--- src/rtl/fibo_led_seq.sv ---
// fibo_led_seq: prescaled WIDTH-bit LED sequencer stepping Fibonacci, Lucas, binary count or a user-seeded recurrence.
// Optional macro FIBO_LED_BOUNCE_EN: overflow reverses the sequence instead of reloading the seeds.
module fibo_led_seq #(
    parameter int               WIDTH      = 8,
    parameter int               CNT_W      = 20,
    parameter logic [CNT_W-1:0] DECIMATION = 20'd20
) (
    input  logic             clk,
    input  logic             reset,
    input  logic             en,
    input  logic             restart,
    input  logic [1:0]       mode,
    input  logic [WIDTH-1:0] seed_a,
    input  logic [WIDTH-1:0] seed_b,
    output logic [WIDTH-1:0] out,
    output logic             tick,
    output logic             wrap
);

    localparam logic [1:0]       MODE_FIB  = 2'b00;
    localparam logic [1:0]       MODE_LUC  = 2'b01;
    localparam logic [1:0]       MODE_CNT  = 2'b10;
    localparam logic [1:0]       MODE_USR  = 2'b11;
    localparam logic [CNT_W-1:0] PCNT_LAST = DECIMATION - CNT_W'(1);

    function automatic logic [WIDTH-1:0] first_seed(input logic [1:0] m, input logic [WIDTH-1:0] ua);
        case (m)
            MODE_LUC: first_seed = WIDTH'(2);
            MODE_USR: first_seed = ua;
            default:  first_seed = '0;
        endcase
    endfunction

    function automatic logic [WIDTH-1:0] second_seed(input logic [1:0] m, input logic [WIDTH-1:0] ub);
        case (m)
            MODE_FIB, MODE_LUC: second_seed = WIDTH'(1);
            MODE_USR:           second_seed = ub;
            default:            second_seed = '0;
        endcase
    endfunction

    logic [WIDTH-1:0] cur, nxt, sa, sb;
    logic [1:0]       mode_q;
    logic [CNT_W-1:0] pcnt;
    logic [WIDTH:0]   sum;
    logic             counter_mode, ovf, reload, step;
    logic [WIDTH-1:0] fwd_cur, fwd_nxt;

    assign counter_mode = (mode_q == MODE_CNT);
    assign sum          = {1'b0, cur} + {1'b0, nxt};
    // The counter overflows at all-ones; the recurrences overflow on carry out of the sum.
    assign ovf          = counter_mode ? (&cur) : sum[WIDTH];
    assign fwd_cur      = counter_mode ? cur + WIDTH'(1) : nxt;
    assign fwd_nxt      = counter_mode ? '0 : sum[WIDTH-1:0];
    assign reload       = !reset || restart || (mode != mode_q);
    assign step         = en && (pcnt == PCNT_LAST);
    assign out          = cur;

`ifdef FIBO_LED_BOUNCE_EN
    typedef enum logic {DIR_UP, DIR_DOWN} dir_t;
    dir_t dir;
    logic at_seeds;

    // Walking backwards ends exactly on the seed pair, since the down step inverts the up step.
    assign at_seeds = (cur == sa) && (nxt == sb);
`endif

    always_ff @(posedge clk) begin
        if (reload) begin
            pcnt   <= '0;
            mode_q <= mode;
            sa     <= first_seed(mode, seed_a);
            sb     <= second_seed(mode, seed_b);
            cur    <= first_seed(mode, seed_a);
            nxt    <= second_seed(mode, seed_b);
            tick   <= 1'b0;
            wrap   <= 1'b0;
`ifdef FIBO_LED_BOUNCE_EN
            dir    <= DIR_UP;
`endif
        end else begin
            tick <= 1'b0;
            wrap <= 1'b0;
            if (en) begin
                pcnt <= step ? '0 : pcnt + CNT_W'(1);
            end
            if (step) begin
                tick <= 1'b1;
`ifdef FIBO_LED_BOUNCE_EN
                if (dir == DIR_UP) begin
                    if (ovf) begin
                        dir  <= DIR_DOWN;
                        wrap <= 1'b1;
                    end else begin
                        cur <= fwd_cur;
                        nxt <= fwd_nxt;
                    end
                end else if (at_seeds) begin
                    dir  <= DIR_UP;
                    wrap <= 1'b1;
                    if (!ovf) begin
                        cur <= fwd_cur;
                        nxt <= fwd_nxt;
                    end
                end else begin
                    cur <= counter_mode ? cur - WIDTH'(1) : nxt - cur;
                    nxt <= counter_mode ? '0 : cur;
                end
`else
                if (ovf) begin
                    cur  <= sa;
                    nxt  <= sb;
                    wrap <= 1'b1;
                end else begin
                    cur <= fwd_cur;
                    nxt <= fwd_nxt;
                end
`endif
            end
        end
    end

endmodule
--- config.mk ---
export PLATFORM = sky130hd
export DESIGN_NAME = fibo_led_seq
export DESIGN_NICKNAME = d
export VERILOG_FILES = /design/src/rtl/fibo_led_seq.sv
export SDC_FILE = /design/constraint.sdc
export NUM_CORES = 1
export LEC_CHECK = 0
export ABC_AREA = 1
export BUFFER_PORTS_ARGS = -buffer_cell sky130_fd_sc_hd__buf_4
export CORE_UTILIZATION = 40
export CTS_CLUSTER_SIZE = 16
export DETAILED_ROUTE_END_ITERATION = 10
export PLACE_DENSITY = 0.57
export SYNTH_ARGS = -nofsm -noshare
export SYNTH_HDL_FRONTEND = slang
export SYNTH_SLANG_ARGS = --single-unit
--- constraint.sdc ---
create_clock -name clk -period 2.45 [get_ports clk]
set_input_delay 0.245 -clock clk [delete_from_list [all_inputs] [get_ports clk]]
set_output_delay 0.245 -clock clk [all_outputs]
set_load 0.02 [all_outputs]
==> flow_summary.yaml, run 1 <==
run_status:
  status: "finished clean"
worst_hold_path:
  hold_end: "mode_q[1]"
  hp-start: "mode[1]"
  min_path_type: "input pin to flop"
  hold_path_depth: 1
die:
  fp.dieW_um: 95.7
  die_h_um: 95.7
  io_pins: 32
  initial_core_util_pct: 42.1
  dieArea_um2: 9150
  coreArea_um2: 8340
  rows: 33
cts:
  clk_pin_slew_worst_paths_ns: 0.10
  ctsHoldBuffers: 0
  cts-htree-levels: 2
  post_cts_buffers: 0
  clock_latency_ns: 0.31
  clockBufferDepth: 2
  tritoncts_num_sinks: 56
  post_cts_resized: 0
  cts_tree: "done"
  clk_root_buffer_cell: "clkbuf_8"
  cts_made_buffers: 5
setup_path:
  cp_slowest_stage_delay_ns: 0.37
  reg2regPathDepth: 13
  cp_slowest_cell: "edfxtp_1"
  cp.required_ns: 2.51
  critPathCaptureType: "flop"
  cp.arrival_ns: 2.28
  regToRegEndpoint: "out[0]"
  r2r-start: "out[0]"
  crit_path_start_kind: "flop"
  path_cells: "ha_1, inv_1, fa_1, inv_1, nand2_1, nand2_1, nand3_2, nand2_2, nand2_4, nand2_4, nand2_1, nand3_1, o21ai_0"
  reg2reg_setup_slack_ns: 0.23
  crit_top_cell: "nand2_1"
  path_max_fanout: 16
  crit_type: "flop to flop"
  crit_start: "out[0]"
detailed_routing:
  vias_per_cell: 4.87
  drtAntennaViolNets: 0
  vias: 3012
  drt_iter0_markers: 104
  drt_wl_total_um: 7890
  route.detailed.drc: 0
  avgRoutedWirePerCell_um: 12.8
  drtPass1Iterations: 5
final_layout:
  synthToLayoutAreaGrowth_pct: 12.6
  drive_above_1_share_pct: 16.9
  antenna_cells: 0
  fin_util_pct: 47.4
  finalNetCount: 546
synth:
  synth-main-ff-cell: "edfxtp_1"
  synth_fp_nets: 508
  synth_async_sr_flop_share_pct: 0
  synth.yosys.seq_area_share_pct: 41.6
  ys_types: 39
  synth_enable_flop_cells: 34
  ys_top_cells_by_area: "edfxtp_1 29%, nand2_1 13%, dfxtp_1 13%"
  yosys.area.top_type: "edfxtp_1"
  ys_warn_count: 0
  synth_top_cell_area_share_pct: 29.1
  ys_ff_latch: 56
  netlist_area_um2: 3510
  synthCells: 475
  synth_area_per_cell_um2: 7.39
global_route:
  grt_pass1_vias: 2804
  grt_pass1_wl_um: 13000
  antenna_found_initial: 0
  grt-ovfl-total: 0
  grt_max_degree: 34
  grt_use_total_pct: 18.7
placed_design:
  hpwl_um: 6100
  port_buffers: 31
  gp_congestion: 0.864
power_and_ir_drop:
  power_density_nw_per_um2: 498
  peakVddDrop_mv: 0.224
  cellLeakagePower_nw: 1.86
sta:
  setup_viol: 0
  tightestPinTransition_ns: 0.628
  period_needed_ns: 2.22
  finClkSkew_ns: 0.00756
  final.setup.tns_ns: 0
  rsz0062_at_grt: "false"
  fmax_ghz: 0.451
  max_slew_margin_pct: 58.1
  drv_slew: 0
  fin_crit_sh_pct: 90.5
  finalHoldViolCount: 0
job:
  maxCapViolCount: 0
## flip-flops by register name (all words and copies together) (netlist names)
| name | cells |
|---|---|
| sb | 8 |
| nxt | 8 |
| mode_q | 2 |
| out | 8 |
| wrap | 1 |
| tick | 1 |
| pcnt | 20 |
| sa | 8 |
## report_power, final
group / internal [mW] / leakage, nW / switching [mW]
clock network: 0.202 / 0.0422 / 0.297
registers: 1.05 / 0.566 / 0.0318
logic: 0.151 / 1.25 / 0.236
## layer usage
metal  wire (µm)  share of wire [%]  global-route usage [%]  vias up
met1        3790                 48                    24.3     1389
met5           0                  0                       0        -
met2        3870                 49                    32.7       25
met3         163                2.1                    2.39        6
li1            -                  -                       -     1592
met4          68               0.86                    4.48        0
## metrics by stage
stage	cell area [µm²]	hold slack (ns)	instances	setup slack, ns	total power [mW]
floorplan	3510	0.344	475	0.270	1.36
detailed placement	3870	0.469	611	0.229	1.49
finish	3950	0.175	619	0.232	1.97
global route	3950	0.165	619	0.0115	2.07
CTS	3950	0.166	619	0.229	1.99
global placement	3870	0.466	611	0.304	1.49
## synthesized netlist by cell type (7+ instances only)
master,number
a21oi_1,8
dfxtp_1,22
edfxtp_1,34
ha_1,10
inv_1,81
inv_2,7
nand2_1,124
nand2_2,15
nand3_1,47
nor2_1,49
nor3_1,14
o21ai_0,13
## cells in the final DEF, fill, tap and decap left out, drive strengths merged, types with 4 or more instances in the layout
cell type	n
a21oi	9
buf	37
clkbuf	7
dfxtp	22
edfxtp	34
ha	10
inv	88
nand2	141
nand3	50
nand4	7
nor2	58
nor3	14
o21ai	16
or2	4
## cell type report
class / count / area, µm²
clock buffer: 7 / 76.3
clock inverter: 1 / 5.00
fill: 875 / 4390
inverter: 88 / 330
multi-input combinational: 325 / 1670
sequential: 56 / 1460
tap: 105 / 131
timing repair buffer: 37 / 278
## kinds of logic (layout without fill, tap and decap cells)
group / after synthesis / in the layout / share of synthesized area, %
AND/OR/NAND/NOR: 278 / 278 / 37.1
XOR/XNOR: 3 / 3 / 0.749
flip-flops: 56 / 56 / 41.6
adder cells (fa/ha/maj): 11 / 11 / 4.14
buffers and inverters: 94 / 133 / 10.8
AO/OA/AOI/OAI: 33 / 33 / 5.60
## critical path, delay by kind of cell (launching register included)
| family | cells | cell delay (ns) |
|---|---|---|
| AO/OA/AOI/OAI | 1 | 0.08 |
| buffers and inverters | 2 | 0.13 |
| flip-flops | 1 | 0.37 |
| adder cells (fa/ha/maj) | 2 | 0.53 |
| AND/OR/NAND/NOR | 8 | 0.86 |
## how the worst max path moves through the flow
stage,end,cells after the start
3_5_place_dp,out[0],13
3_3_place_gp,out[0],13
5_1_grt,out[0],13
4_1_cts,out[0],13
2_1_floorplan,out[3],14
6_report,out[0],13
No activity file was read; power rests on OpenSTA's default activity.
==> run 2: changes to the inputs <==
CTS_CLUSTER_SIZE = 28   (was 16)
PLACE_DENSITY = 0.62   (was 0.57)
SKIP_LAST_GASP = 1   (was default)
==> run 2 against run 1 <==
Against the previous run:
- sequential power about the same
- sequential share of layout area down 0.42 points
- register-to-register slack better by 0.02 ns
- critical path depth is 2 lower
- die area is the same
- critical path type unchanged
- critical endpoint is now nxt[7]
- largest power group unchanged
==> flow_summary.yaml, run 2 (synthesized netlist as in run 1, its figures left out) <==
run_status:
  status: "finished clean"
final_layout:
  layout_common_cells: "124 x nand2_1, 81 x inv_1, 49 x nor2_1"
  synthToLayoutAreaGrowth_pct: 13.9
  design_area_um2: 4000
  finalNetCount: 549
  nFillCells: 856
  largest_reg_flops: 20
  final_common_cell: "nand2_1"
  antenna_cells: 0
  regMostFlops: "pcnt"
  drive_above_1_share_pct: 17.6
global_route:
  groute.layer.met2.usage_pct: 30.6
  antenna_found_initial: 0
  use_met1_pct: 26.3
  grt_pass1_wl_um: 13400
  grt-ovfl-total: 0
  grt_max_degree: 23
  grt_pass1_vias: 2870
  grt_use_total_pct: 19.1
  use_met3_pct: 3.27
  busiest_layer: "met2"
placed_design:
  port_buffers: 31
  place_area_um2: 3890
  hpwl_um: 6140
  gp_congestion: 0.837
detailed_routing:
  route.detailed.drc: 0
  drtPass1Iterations: 4
  drtAntennaViolNets: 0
  vias: 3037
  avgRoutedWirePerCell_um: 12.9
  drt_iter0_markers: 191
  drt_wl_total_um: 8020
  vias_per_cell: 4.88
job:
  maxCapViolCount: 0
worst_hold_path:
  min_path_type: "input pin to flop"
  hold_end: "mode_q[1]"
  hold_path_depth: 1
  hp-start: "mode[1]"
setup_path:
  cp.required_ns: 2.63
  path_max_fanout: 5
  crit_top_cell: "nand2_1"
  r2r-start: "out[1]"
  regToRegEndpoint: "nxt[7]"
  reg2reg_setup_slack_ns: 0.25
  reg2regPathDepth: 11
  cp_slowest_stage_delay_ns: 0.45
  crit_path_start_kind: "flop"
  cp_slowest_cell: "edfxtp_1"
  cp.arrival_ns: 2.38
  path_cells: "inv_1, fa_1, inv_1, nand2_1, nand2_1, nand3_1, a21oi_2, nand2_1, nand2_1, nand3_1, nand2_1"
  crit_type: "flop to flop"
  critPathCaptureType: "flop"
sta:
  final.setup.tns_ns: 0
  period_needed_ns: 2.20
  finClkSkew_ns: 0.0116
  rsz0062_at_grt: "false"
  max_slew_margin_pct: 65.6
  tightestPinTransition_ns: 0.511
  drv_slew: 0
  fmax_ghz: 0.455
  fin_crit_sh_pct: 89.8
  finalHoldViolCount: 0
  setup_viol: 0
cts:
  cts_tree: "done"
  cts-htree-levels: 2
  clk_pin_slew_worst_paths_ns: 0.11
  tritoncts_num_sinks: 56
  cts_made_buffers: 5
  clk_root_buffer_cell: "clkbuf_8"
  clock_latency_ns: 0.32
  clockBufferDepth: 2
die:
  io_pins: 32
  initial_core_util_pct: 42.1
  dieArea_um2: 9150
  coreArea_um2: 8340
  fp.dieW_um: 95.7
  die_h_um: 95.7
  rows: 33
power_and_ir_drop:
  design_power_total_mw: 2.03
  power_density_nw_per_um2: 507
  peakVddDrop_mv: 0.296
  cellLeakagePower_nw: 1.88
==> run 2: cell count changes in the layout (fill, tap and decap cells not counted), sizes merged <==
cell / change
buf: +3
==> run 2: cell type report <==
class	count	area (µm²)	area share [%]
Tap cell	105	131	3.29
Multi-Input combinational cell	325	1680	42.0
Sequential cell	56	1460	36.6
Timing Repair Buffer	40	300	7.51
Clock buffer	7	86.3	2.16
Inverter	88	330	8.26
Clock inverter	1	8.76	0.219
==> run 2: layer usage <==
metal / routed length [µm] / vias to the layer above
met5: 0 / -
met4: 117 / 0
met1: 3910 / 1355
met3: 463 / 8
li1: - / 1596
met2: 3530 / 78
==> run 2: worst max path at each step <==
stage / start / end / slack (ns) / depth (start not counted)
2_1_floorplan: out[0] / out[3] / 0.27 / 14
3_3_place_gp: out[0] / out[0] / 0.32 / 13
3_5_place_dp: out[1] / out[1] / 0.21 / 12
4_1_cts: out[1] / out[1] / 0.18 / 12
5_1_grt: out[1] / nxt[3] / 0.07 / 12
6_report: out[1] / nxt[7] / 0.25 / 11
==> run 2: power by group <==
part | leakage, nW | total, mW | switching (mW) | internal (mW)
clock | 0.0484 | 0.547 | 0.314 | 0.233
combinational | 1.27 | 0.396 | 0.241 | 0.155
sequential | 0.566 | 1.08 | 0.0323 | 1.05
total | 1.88 | 2.03 | 0.587 | 1.44
==> run 2: worst max-delay path, delay by kind of cell, from the launching register on <==
family	cells	cell delay (ns)
buf+inv	2	0.18
fa+ha+maj	1	0.43
flops	1	0.45
simple gates	7	0.78
compound gates	1	0.23
==> run 2: through the flow <==
step	hold WS (ns)	setup slack, ns	cells	utilization, %
finish	0.150	0.251	622	47.9
detailed placement	0.470	0.208	614	46.7
global route	0.142	0.0725	622	47.9
global placement	0.467	0.320	614	46.7
floorplan	0.344	0.270	475	-
CTS	0.143	0.183	622	47.8
==> run 2: repair_timing <==
item / CTS / global route
setup buffers: 0 / 0
resized for setup: 0 / 1
hold buffers: 0 / 0
setup endpoints to repair: 0 / 3
==> run 3: changes to the inputs <==
ABC_AREA = 0   (was 1)
PLACE_DENSITY = 0.63   (was 0.62)
==> run 3 against run 2 <==
Against the previous run:
- first-iteration DRC count decreased by 42%
- area after synthesis decreased by 12%
- cell count decreased by 26%
- die area decreased by 12%
- wire length decreased by 18%
- design area decreased by 8.3%
- maximum frequency decreased by 4.8%
- via count decreased by 22%
- setup slack got worse by 0.11 ns
- largest power group unchanged
==> flow_summary.yaml, run 3 <==
run_status:
  status: "finished clean"
setup_path:
  crit_path_start_kind: "flop"
  cp_slowest_stage_delay_ns: 0.44
  crit_end: "nxt[6]"
  regToRegEndpoint: "nxt[6]"
  reg2regPathDepth: 9
  crit_start: "out[0]"
  path_cells: "ha_2, inv_2, fa_2, nand2b_4, a2111oi_4, nor2_4, buf_4, nand3b_1, a31oi_1"
  cp.arrival_ns: 2.47
  cp_slowest_cell: "a2111oi_4"
  path_max_fanout: 6
  cp.required_ns: 2.61
  r2r-start: "out[0]"
  crit_type: "flop to flop"
  reg2reg_setup_slack_ns: 0.14
  critPathCaptureType: "flop"
power_and_ir_drop:
  peakVddDrop_mv: 0.369
  power_density_nw_per_um2: 571
  design_power_total_mw: 2.09
  cellLeakagePower_nw: 1.49
final_layout:
  drive_above_1_share_pct: 20.2
  final_common_cell: "buf_4"
  largest_reg_flops: 20
  multi_input_area_um2: 1560
  fin_util_pct: 49.8
  seq_area_um2: 1460
  layout_common_cells: "48 x buf_4, 43 x nor2_1, 34 x edfxtp_1"
  synthToLayoutAreaGrowth_pct: 18.5
  regMostFlops: "pcnt"
  nFillCells: 706
  antenna_cells: 0
  design_area_um2: 3670
  finalNetCount: 393
die:
  coreArea_um2: 7370
  io_pins: 32
  initial_core_util_pct: 42.0
  rows: 31
  dieArea_um2: 8090
  fp.dieW_um: 90.0
  die_h_um: 90.0
detailed_routing:
  wl_met2_um: 3120
  drtAntennaViolNets: 0
  wl_met1_um: 3180
  vias: 2373
  drt_wl_total_um: 6540
  drt_iter0_markers: 110
  vias_per_cell: 5.16
  wl_met3_um: 176
  route.detailed.drc: 0
  avgRoutedWirePerCell_um: 14.2
  routed.top_layer: "met4"
  drtPass1Iterations: 4
synth:
  post-synth-top-count-cell: "nor2_1"
  synth_area_per_cell_um2: 9.85
  ys_warn_count: 0
  netlist_area_um2: 3090
  yosys-top-cells-count: "43 x nor2_1, 34 x edfxtp_1, 28 x nand2_1"
  synthCells: 314
  yosys.area.top_type: "edfxtp_1"
  synth.yosys.seq_area_share_pct: 47.2
  synth_top_cell_area_share_pct: 33.0
  synth-main-ff-cell: "edfxtp_1"
  ys_top_cells_by_area: "edfxtp_1 33%, dfxtp_1 14%, nor2_1 5.2%"
  ys_types: 49
  synth_enable_flop_cells: 34
  synth_async_sr_flop_share_pct: 0
  synth_fp_nets: 347
  ys_ff_latch: 56
sta:
  finClkSkew_ns: 0.00638
  finalHoldViolCount: 0
  fmax_ghz: 0.433
  setup_viol: 0
  rsz0062_at_grt: "false"
  drv_slew: 0
  max_slew_margin_pct: 75.2
  period_needed_ns: 2.31
  holdWs_ns: 0.237
  tightestPinTransition_ns: 0.363
  fin_crit_sh_pct: 94.3
  final.setup.tns_ns: 0
global_route:
  grt_pass1_wl_um: 11100
  grt_max_degree: 26
  antenna_found_initial: 0
  grt-ovfl-total: 0
  grt_use_total_pct: 17.2
  grt_pass1_vias: 2288
cts:
  clockBufferDepth: 2
  cts-htree-levels: 2
  clock_latency_ns: 0.30
  cts_made_buffers: 5
  clk_pin_slew_worst_paths_ns: 0.10
  cts_tree: "done"
  tritoncts_num_sinks: 56
  post_cts_resized: 0
  clk_root_buffer_cell: "clkbuf_8"
  ctsHoldBuffers: 0
worst_hold_path:
  min_path_type: "input pin to flop"
  hold_path_depth: 3
  hp-start: "en"
job:
  maxCapViolCount: 0
placed_design:
  hpwl_um: 5070
  gp_congestion: 0.803
  place_area_um2: 3540
  port_buffers: 31
[run 3: worst min path at each step]
stage               slack (ns)   endpoint
detailed placement        0.51    pcnt[1]
floorplan                 0.34  mode_q[0]
global placement          0.49    pcnt[1]
finish                    0.24    pcnt[0]
global route              0.23    pcnt[1]
CTS                       0.23    pcnt[0]
[run 3: power by group]
| group | leakage [nW] | internal [mW] | switching (mW) |
|---|---|---|---|
| sequential | 0.567 | 1.06 | 0.0343 |
| clock | 0.0563 | 0.267 | 0.284 |
| combinational | 0.866 | 0.211 | 0.242 |
| total | 1.49 | 1.53 | 0.560 |
[run 3: worst max-delay path: cells and delay by family (launching register included)]
family | cells | cell delay (ns)
adder cells (fa/ha/maj) | 2 | 0.53
AND/OR/NAND/NOR | 3 | 0.45
flip-flops | 1 | 0.37
AO/OA/AOI/OAI | 2 | 0.60
buffers and inverters | 2 | 0.21
[run 3: cell families (layout without fill, tap and decap cells)]
| logic type | Yosys count | after routing | share of synthesized area (%) |
|---|---|---|---|
| buf+inv | 19 | 66 | 2.63 |
| fa+ha+maj | 11 | 11 | 4.69 |
| xor+xnor | 26 | 26 | 7.36 |
| simple gates | 142 | 142 | 23.3 |
| flops | 56 | 56 | 47.2 |
| mux | 12 | 12 | 4.04 |
| compound gates | 48 | 48 | 10.7 |
[run 3: what timing repair did]
item                       CTS  global route
hold endpoints to repair     0             0
setup buffers                0             2
setup endpoints to repair    0             2
[run 3: metrics by stage]
| step | setup WS (ns) | std cells |
|---|---|---|
| final | 0.141 | 460 |
| after global routing | 0.0391 | 460 |
| after CTS | 0.116 | 458 |
| after detailed placement | 0.141 | 450 |
| after global placement | 0.182 | 450 |
| after floorplan | 0.0000810 | 314 |
[run 3: layout make-up]
cell class              instances  area share, %
well taps                      99           3.38
repair buffers                 49           10.4
clock inverters                 1          0.136
flip-flops and latches         56           39.8
inverters                       9          0.921
clock buffers                   7           2.70
multi-input cells             239           42.6
[run 3: per-layer routing]
metal	track usage, %	vias up
li1	-	1231
met1	22.9	1110
met2	28.7	26
met3	2.96	6
met4	4.84	0
met5	0	-
